<file path="src/rtl/adder_share_ctrl_if.sv">
// Bundle of requester-side and shared-adder signals for adder_share_ctrl.
// The master side is the requesters plus the external adder; the slave side is the controller.
interface adder_share_ctrl_if #(
  parameter int unsigned NREQ  = 4,
  parameter int unsigned WIDTH = 32,
  parameter int unsigned IDW   = 2
);
  logic [NREQ-1:0]       req;
  logic [NREQ*WIDTH-1:0] a_in;
  logic [NREQ*WIDTH-1:0] b_in;
  logic [NREQ-1:0]       gnt;
  logic [WIDTH-1:0]      add_a;
  logic [WIDTH-1:0]      add_b;
  logic [WIDTH-1:0]      add_result;
  logic [WIDTH-1:0]      res_out;
  logic                  res_carry;
  logic [IDW-1:0]        res_id;
  logic                  res_valid;
  logic                  busy;

  modport master (
    output req, a_in, b_in, add_result,
    input  gnt, add_a, add_b, res_out, res_carry, res_id, res_valid, busy
  );

  modport slave (
    input  req, a_in, b_in, add_result,
    output gnt, add_a, add_b, res_out, res_carry, res_id, res_valid, busy
  );
endinterface

</file>
<file path="src/rtl/adder_share_ctrl.sv">
// Round-robin controller sharing one combinational adder among NREQ requesters.
// Two-state flow: IDLE latches the winner's operands, EXEC registers sum and carry.
module adder_share_ctrl #(
  parameter int unsigned NREQ  = 4,
  parameter int unsigned WIDTH = 32,
  parameter int unsigned IDW   = 2
) (
  input logic               clk,
  input logic               rst_n,
  adder_share_ctrl_if.slave bus
);

  localparam logic [0:0] IDLE = 1'b0;
  localparam logic [0:0] EXEC = 1'b1;

  logic [0:0]       state_q;
  logic [IDW-1:0]   rr_ptr_q;
  logic [IDW-1:0]   win_q;
  logic [NREQ-1:0]  gnt_q;
  logic [WIDTH-1:0] add_a_q;
  logic [WIDTH-1:0] add_b_q;
  logic [WIDTH-1:0] res_out_q;
  logic             res_carry_q;
  logic [IDW-1:0]   res_id_q;
  logic             res_valid_q;

  // Requests rotated so bit 0 corresponds to rr_ptr; first set bit is the winner offset.
  logic [2*NREQ-1:0] req_dbl;
  logic              found;
  logic [IDW-1:0]    off;
  logic [IDW:0]      win_sum;
  logic [IDW-1:0]    win_idx;
  logic [IDW:0]      ptr_sum;
  logic [IDW-1:0]    ptr_nxt;

  assign req_dbl = {bus.req, bus.req} >> rr_ptr_q;

  always_comb begin
    found = 1'b0;
    off   = '0;
    for (int k = 0; k < NREQ; k++) begin
      if (!found && req_dbl[k]) begin
        found = 1'b1;
        off   = IDW'(k);
      end
    end
  end

  always_comb begin
    win_sum = {1'b0, rr_ptr_q} + {1'b0, off};
    if (win_sum >= (IDW+1)'(NREQ)) begin
      win_sum = win_sum - (IDW+1)'(NREQ);
    end
    win_idx = win_sum[IDW-1:0];
    ptr_sum = {1'b0, win_idx} + (IDW+1)'(1);
    ptr_nxt = (ptr_sum == (IDW+1)'(NREQ)) ? '0 : ptr_sum[IDW-1:0];
  end

  always_ff @(posedge clk or negedge rst_n) begin
    if (!rst_n) begin
      state_q     <= IDLE;
      rr_ptr_q    <= '0;
      win_q       <= '0;
      gnt_q       <= '0;
      add_a_q     <= '0;
      add_b_q     <= '0;
      res_out_q   <= '0;
      res_carry_q <= 1'b0;
      res_id_q    <= '0;
      res_valid_q <= 1'b0;
    end else begin
      case (state_q)
        IDLE: begin
          res_valid_q <= 1'b0;
          if (found) begin
            add_a_q  <= bus.a_in[int'(win_idx)*WIDTH +: WIDTH];
            add_b_q  <= bus.b_in[int'(win_idx)*WIDTH +: WIDTH];
            gnt_q    <= NREQ'(1) << win_idx;
            win_q    <= win_idx;
            rr_ptr_q <= ptr_nxt;
            state_q  <= EXEC;
          end else begin
            gnt_q <= '0;
          end
        end
        default: begin
          res_out_q   <= bus.add_result;
          // Carry recovered from the wrap: the sum is smaller than an operand iff it overflowed.
          res_carry_q <= (bus.add_result < add_a_q);
          res_id_q    <= win_q;
          res_valid_q <= 1'b1;
          gnt_q       <= '0;
          state_q     <= IDLE;
        end
      endcase
    end
  end

  assign bus.gnt       = gnt_q;
  assign bus.add_a     = add_a_q;
  assign bus.add_b     = add_b_q;
  assign bus.res_out   = res_out_q;
  assign bus.res_carry = res_carry_q;
  assign bus.res_id    = res_id_q;
  assign bus.res_valid = res_valid_q;
  assign bus.busy      = (state_q == EXEC);

endmodule

</file>
<file path="src/flat_wrapper.sv">
// flat-port wrapper written by rule: the top's interface ports become plain ports
module adder_share_ctrl_flat 
#(
  parameter int unsigned NREQ  = 4,
  parameter int unsigned WIDTH = 32,
  parameter int unsigned IDW   = 2
)
  (clk, rst_n, bus_req, bus_a_in, bus_b_in, bus_add_result, bus_gnt, bus_add_a, bus_add_b, bus_res_out, bus_res_carry, bus_res_id, bus_res_valid, bus_busy);
  adder_share_ctrl_if #(.NREQ(NREQ), .WIDTH(WIDTH), .IDW(IDW)) bus_i ();
  input logic clk;
  input logic rst_n;
  input wire logic [$bits(bus_i.req)-1:0] bus_req;
  input wire logic [$bits(bus_i.a_in)-1:0] bus_a_in;
  input wire logic [$bits(bus_i.b_in)-1:0] bus_b_in;
  input wire logic [$bits(bus_i.add_result)-1:0] bus_add_result;
  output wire logic [$bits(bus_i.gnt)-1:0] bus_gnt;
  output wire logic [$bits(bus_i.add_a)-1:0] bus_add_a;
  output wire logic [$bits(bus_i.add_b)-1:0] bus_add_b;
  output wire logic [$bits(bus_i.res_out)-1:0] bus_res_out;
  output wire logic [$bits(bus_i.res_carry)-1:0] bus_res_carry;
  output wire logic [$bits(bus_i.res_id)-1:0] bus_res_id;
  output wire logic [$bits(bus_i.res_valid)-1:0] bus_res_valid;
  output wire logic [$bits(bus_i.busy)-1:0] bus_busy;
  assign bus_i.req = bus_req;
  assign bus_i.a_in = bus_a_in;
  assign bus_i.b_in = bus_b_in;
  assign bus_i.add_result = bus_add_result;
  assign bus_gnt = bus_i.gnt;
  assign bus_add_a = bus_i.add_a;
  assign bus_add_b = bus_i.add_b;
  assign bus_res_out = bus_i.res_out;
  assign bus_res_carry = bus_i.res_carry;
  assign bus_res_id = bus_i.res_id;
  assign bus_res_valid = bus_i.res_valid;
  assign bus_busy = bus_i.busy;
  adder_share_ctrl #(.NREQ(NREQ), .WIDTH(WIDTH), .IDW(IDW)) u_core (.clk(clk), .rst_n(rst_n), .bus(bus_i));
endmodule
</file>
<file path="config.mk">
export PLATFORM = sky130hd
export DESIGN_NAME = adder_share_ctrl_flat
export DESIGN_NICKNAME = d
export VERILOG_FILES = /design/src/rtl/adder_share_ctrl_if.sv /design/src/rtl/adder_share_ctrl.sv /design/src/flat_wrapper.sv
export SDC_FILE = /design/constraint.sdc
export NUM_CORES = 1
export LEC_CHECK = 0
export ABC_CLOCK_PERIOD_IN_PS = 6660
export CAP_MARGIN = 20
export CORE_AREA = 2 2 153 155
export DETAILED_ROUTE_END_ITERATION = 8
export DIE_AREA = 0 0 155 157
export DONT_BUFFER_PORTS = 1
export GPL_ROUTABILITY_DRIVEN = 0
export GPL_TIMING_DRIVEN = 1
export PLACE_DENSITY = 0.41
export SETUP_SLACK_MARGIN = 0.2
export SLEW_MARGIN = 20
export SYNTH_ARGS = -nofsm -noshare
export SYNTH_HDL_FRONTEND = slang
export SYNTH_SLANG_ARGS = --single-unit
</file>
<file path="constraint.sdc">
create_clock -name clk -period 6.66 [get_ports clk]
set_input_delay 1.332 -clock clk [delete_from_list [all_inputs] [get_ports clk]]
set_output_delay 1.332 -clock clk [all_outputs]
set_load 0.02 [all_outputs]
</file>
==> reports/qor.yml, run 1 <==
power_and_ir_drop:
  ir_drop_v: 0.0003462
  power_per_cell_area_mw_per_mm2: 617.7
  p_total_w: 0.004341
  leakagePower_nw: 2.905
synth:
  synth_commonest_cells: "dfrtp_1 (109), mux2_2 (99), mux4_2 (64)"
  synth_ff_type: "dfrtp_1"
  synth_edf_count: 0
  synth_top_area_share: 0.4231
  synth.avg_cell_area_um2: 14.39
  synth_area_leaders: "dfrtp_1 (42%), mux4_2 (22%), mux2_2 (17%)"
  syn_inst: 448
  ys_seq_area_frac: 0.4231
  netlist-cell-type-count: 36
  synth_top_area_cell: "dfrtp_1"
  syn_area_mm2: 0.006447
  async_reset_ff_frac: 1.000
  ys_ff_latch: 109
  yosysMostFrequentCell: "dfrtp_1"
  synth_warnings: 0
  synth_fp_nets: 775
timing:
  tightest_slew_ns: 1.089
  fin_setup_tns_ns: 0
  finalClockSkew_ns: 0.01298
  grt_setup_unrepaired: "false"
  worst_slack_ns: 2.450
  period_share: 0.6321
  maxSlewHeadroom: 0.2743
  min_period_ns: 4.210
  max_freq_mhz: 237.5
  finalHoldViolations: 0
  drv_slew: 0
  setup_viol: 0
global_route:
  grt_usage: 0.1429
  globalRouteOverflowTotal: 0
  grt_antenna_before_repair: 0
  grt_max_degree: 110
  grt_pass1_wl_um: 26300
  grt_pass1_vias: 4376
routing:
  wl_met3_um: 1894
  drt-initial-drc-count: 104
  highest_layer: "met4"
  dr.pass1.iters: 4
  drc: 0
  drt-met1-wl_um: 6300
  wl_per_cell_um: 24.41
  postRouteAntennaNets: 0
  wirelength_um: 17700
  via_per_inst: 5.374
  vias: 3896
  met2_length_um: 9127
clock_tree:
  insertion_delay_ns: 0.35
  htree_levels: 3
  cts_resized: 0
  holdBufCountCts: 0
  cts_tree: "yes"
  clock_path_buffers: 2
  clock-sinks: 109
  cts_setup_buffers: 0
  numCtsBuffers: 9
  cts.root.buffer_cell: "clkbuf_16"
  clk_pin_slew_ns: 0.08
setup_path:
  cp-start-kind: "input port"
  worstPathArrival_ns: 4.45
  cp.required_ns: 6.90
  max_stage_delay_ns: 0.86
  crit_fanout: 38
  cp-end-kind: "register"
  worst_path_dominant_cell_family: "XOR/XNOR gates"
  slowest_stage: "xnor2_4"
  path_cells: "nand2b_1 > a21boi_1 > o22ai_1 > nor2_1 > a21oi_1 > ha_4 > xor2_1 > xnor2_4 > buf_4 > mux4_2 > mux2_2"
  crit_buf_inv: 1
  path_class: "input port to register"
place:
  dpl-instance-area_mm2: 0.006729
  dp_slack_ns: 2.083
  portBuffers: 0
  hpwl_um: 13600
flow_run:
  maxCapViolCount: 0
hold_path:
  hold_class: "register to register"
cells_and_area:
  utilization: 0.3123
  insertedDiodeCount: 0
  nets: 762
  drive_gt1_frac: 0.4250
  design_area_mm2: 0.007028
  syn_to_final_growth_pct: 9.004
die:
  initial_core_util: 0.2865
  coreArea_mm2: 0.02250
  ioPinCount: 399
  die_x_um: 155
  die_area_mm2: 0.02434
  die_h_um: 157
  rows: 55
run_status:
  outcome: "completed"
==> worst reg2reg max path: stages (launching register included) <==
cell and delay, ns:
dfrtp_1 0.49, nand2b_1 0.19, a2111oi_0 0.59, a211oi_2 0.17, xnor2_4 0.90, buf_4 0.59
mux4_2 0.44, mux2_2 0.27
==> cell families (layout without fill, tap and decap cells) <==
| group | after synthesis | in the layout | synth area share |
|---|---|---|---|
| AO/OA/AOI/OAI | 37 | 37 | 0.03843 |
| multiplexers | 164 | 164 | 0.3980 |
| buffers and inverters | 62 | 54 | 0.03998 |
| adder cells (fa/ha/maj) | 33 | 33 | 0.06404 |
| flip-flops | 109 | 109 | 0.4231 |
| AND/OR/NAND/NOR | 41 | 41 | 0.03260 |
| XOR/XNOR | 2 | 2 | 0.003882 |
==> area by class of cell <==
type                       instances  area [µm²]
clock buffer                      10       229.0
clock inverter                     6       70.07
fill                            2229       15470
inverter                          34       127.6
multi-input combinational        277        3486
sequential                       109        2729
tap                              285       356.6
timing repair buffer               4       30.03
==> layout by cell type (no fill, tap or decap), drive strengths merged, types with 4 or more instances in the layout <==
cell / instances
a21o: 12
nand2: 13
nor2: 5
mux2: 99
inv: 36
ha: 33
nand4: 8
clkbuf: 10
o21ai: 4
a21oi: 11
dfrtp: 109
mux4: 64
nor2b: 4
buf: 4
==> path summary, 6_finish.rpt <==
| check | start | to | slack, ns | depth (start not counted) |
|---|---|---|---|---|
| worst min register to register | u_core.win_q[1] | u_core.win_q[1] | 0.48 | 2 |
| max in group asynchronous | rst_n | u_core.bus.busy | 5.84 | 0 |
| worst max-delay path | bus_req[2] | u_core.bus.add_a[27] | 2.45 | 11 |
| worst min-delay path | u_core.win_q[1] | u_core.win_q[1] | 0.48 | 2 |
| worst max register to register | u_core.rr_ptr_q[0] | u_core.bus.add_a[27] | 2.91 | 7 |
| min in group asynchronous | rst_n | u_core.bus.res_out[20] | 0.67 | 0 |
==> registers in the layout (all words and copies together), names as in the netlist <==
register	flops
u_core.bus.add_a	32
u_core.bus.add_b	32
u_core.bus.busy	1
u_core.bus.gnt	4
u_core.bus.res_carry	1
u_core.bus.res_id	2
u_core.bus.res_out	32
u_core.bus.res_valid	1
u_core.rr_ptr_q	2
u_core.win_q	2
==> where the power goes <==
part / internal, W / total, W / leakage [nW] / switching [W]
Clock: 0.000296 / 0.000562 / 0.147 / 0.000266
Sequential: 0.000959 / 0.00156 / 1.28 / 0.000599
Combinational: 0.00129 / 0.00222 / 1.48 / 0.000927
==> per-layer routing <==
| layer | vias to the layer above | GRT usage |
|---|---|---|
| met4 | 0 | 0.05159 |
| met3 | 19 | 0.05424 |
| met1 | 1951 | 0.1556 |
| met5 | - | 0 |
| li1 | 1681 | - |
| met2 | 245 | 0.2540 |
==> per-stage QoR <==
step / hold slack [ns] / cells
floorplan: 0.4403 / 448
global placement: 0.4572 / 709
detailed placement: 0.4681 / 709
CTS: 0.4890 / 725
global route: 0.5153 / 725
finish: 0.4839 / 725
Power figures use the tool's default switching activity.
==> inputs of run 2 (changes only) <==
--- a/config.mk
+++ b/config.mk
@@ -5,7 +5,7 @@
 export SDC_FILE = /design/constraint.sdc
 export NUM_CORES = 1
 export LEC_CHECK = 0
-export ABC_CLOCK_PERIOD_IN_PS = 6660
+export ABC_CLOCK_PERIOD_IN_PS = 3600
 export CAP_MARGIN = 20
 export CORE_AREA = 2 2 153 155
 export DETAILED_ROUTE_END_ITERATION = 8
@@ -13,7 +13,7 @@
 export DONT_BUFFER_PORTS = 1
 export GPL_ROUTABILITY_DRIVEN = 0
 export GPL_TIMING_DRIVEN = 1
-export PLACE_DENSITY = 0.41
+export PLACE_DENSITY = 0.42
 export SETUP_SLACK_MARGIN = 0.2
 export SLEW_MARGIN = 20
 export SYNTH_ARGS = -nofsm -noshare
==> constraint.sdc (replaced) <==
create_clock -name clk -period 3.6 [get_ports clk]
set_input_delay 0.72 -clock clk [delete_from_list [all_inputs] [get_ports clk]]
set_output_delay 0.72 -clock clk [all_outputs]
set_load 0.02 [all_outputs]
==> reports/qor.yml, run 2 (synthesis results as in run 1) <==
run_status:
  outcome: "completed"
timing:
  finalHoldViolations: 0
  period_share: 0.7625
  finalClockSkew_ns: 0.01042
  min_period_ns: 2.745
  tightest_slew_ns: 0.6320
  setup_viol: 0
  fin_setup_tns_ns: 0
  max_freq_mhz: 364.3
  grt_setup_unrepaired: "false"
  maxSlewHeadroom: 0.5786
  drv_slew: 0
clock_tree:
  clock_path_buffers: 2
  cts.root.buffer_cell: "clkbuf_16"
  clk_pin_slew_ns: 0.08
  htree_levels: 3
  cts_tree: "yes"
  cts_setup_buffers: 0
  clock-sinks: 109
  holdBufCountCts: 0
  insertion_delay_ns: 0.35
  numCtsBuffers: 9
  cts_resized: 0
routing:
  drc: 0
  wl_per_cell_um: 24.95
  dr.pass1.iters: 4
  vias: 3937
  wirelength_um: 18210
  drt-initial-drc-count: 168
  via_per_inst: 5.393
  postRouteAntennaNets: 0
cells_and_area:
  syn_to_final_growth_pct: 9.955
  nFillCells: 2254
  layout_common_cells: "dfrtp_1 (108), mux2_2 (99), mux4_2 (64), inv_1 (33), ha_1 (32)"
  layout_commonest_cell: "dfrtp_1"
  nets: 765
  design_area_mm2: 0.007089
  drive_gt1_frac: 0.4253
setup_path:
  crit_buf_inv: 1
  path_cells: "nand2b_1 > a21boi_1 > o22ai_1 > nor2_1 > a21oi_1 > ha_4 > xor2_1 > xnor2_4 > buf_12 > mux4_2 > mux2_2"
  r2r_start: "u_core.rr_ptr_q[1]"
  crit_fanout: 33
  cp-start-kind: "input port"
  worstPathArrival_ns: 2.98
  crit_start: "bus_req[2]"
  path_class: "input port to register"
  worst_path_dominant_cell_family: "multiplexers"
  max_stage_delay_ns: 0.35
  cp.required_ns: 3.84
  slowest_stage: "mux4_2"
  cp-end-kind: "register"
power_and_ir_drop:
  ir_drop_v: 0.0004078
  power_per_cell_area_mw_per_mm2: 1145
  leakagePower_nw: 2.920
  p_total_w: 0.008119
die:
  coreArea_mm2: 0.02250
  rows: 55
  ioPinCount: 399
  initial_core_util: 0.2865
  die_area_mm2: 0.02434
  die_h_um: 157
  die_x_um: 155
global_route:
  globalRouteOverflowTotal: 0
  grt_pass1_vias: 4524
  grt_usage: 0.1468
  grt_pass1_wl_um: 26870
  grt_antenna_before_repair: 2
  grt_max_degree: 110
place:
  hpwl_um: 14280
  dpl-instance-area_mm2: 0.006815
  portBuffers: 0
hold_path:
  hold_class: "input port to async pin"
flow_run:
  maxCapViolCount: 0
==> run 2: changes by cell type in the layout (fill, tap and decap cells not counted), sizes merged <==
cell	delta
buf	+3
bufinv	-1
clkbuf	+1
clkinv	-1
clkinvlp	+1
diode	+3
inv	-1
==> run 2: final timing paths <==
path | to | slack [ns] | cells after the start
hold / removal | u_core.bus.res_out[31] | 0.06 | 0
setup / recovery | u_core.bus.add_a[31] | 0.86 | 11
min in group clk | u_core.win_q[1] | 0.48 | 2
hold reg to reg | u_core.win_q[1] | 0.48 | 2
setup reg to reg | u_core.bus.add_a[31] | 0.86 | 11
max in group asynchronous | u_core.bus.gnt[3] | 3.39 | 0
==> run 2: layout make-up <==
class,count,area (µm²),area share
multi-input combinational,277,3486,0.4917
clock inverter,4,33.78,0.004765
inverter,34,128.9,0.01818
clock buffer,11,232.7,0.03283
antenna,3,7.507,0.001059
sequential,109,2729,0.3849
timing repair buffer,7,115.1,0.01624
tap,285,356.6,0.05030
==> run 2: per-layer routing <==
layer,track usage,vias up,share of wire,wire length [µm]
li1,-,1696,-,-
met1,0.1540,1973,0.34,6232
met2,0.2688,249,0.53,9700
met3,0.05259,19,0.11,1987
met4,0.05644,0,0.016,293
met5,0,-,0,0
==> run 2: worst register-to-register path: stages (launching register included) <==
cell and delay [ns]:
dfrtp_1 0.46, nand2_1 0.11, a21boi_1 0.07, o22ai_1 0.15, nor2_1 0.05, a21oi_1 0.21, ha_4 0.16, xor2_1 0.32
xnor2_4 0.19, buf_12 0.25, mux4_2 0.38, mux2_2 0.28
==> run 2: where the power goes <==
part | total [W] | leakage, nW | internal, W | switching [W]
Sequential | 0.00288 | 1.28 | 0.00177 | 0.00111
Combinational | 0.00429 | 1.51 | 0.00254 | 0.00175
Clock | 0.000953 | 0.127 | 0.000474 | 0.000479
==> run 2: metrics by stage <==
step                hold WS (ns)  utilization  cells  setup WS, ns
floorplan                 0.4244            -    448        0.3535
global placement          0.4270       0.3029    712        0.4978
detailed placement        0.4267       0.3029    712        0.4512
CTS                      0.03439       0.3147    727        0.8190
global route             0.02576       0.3149    729        0.6885
finish                   0.05613       0.3150    730        0.8551
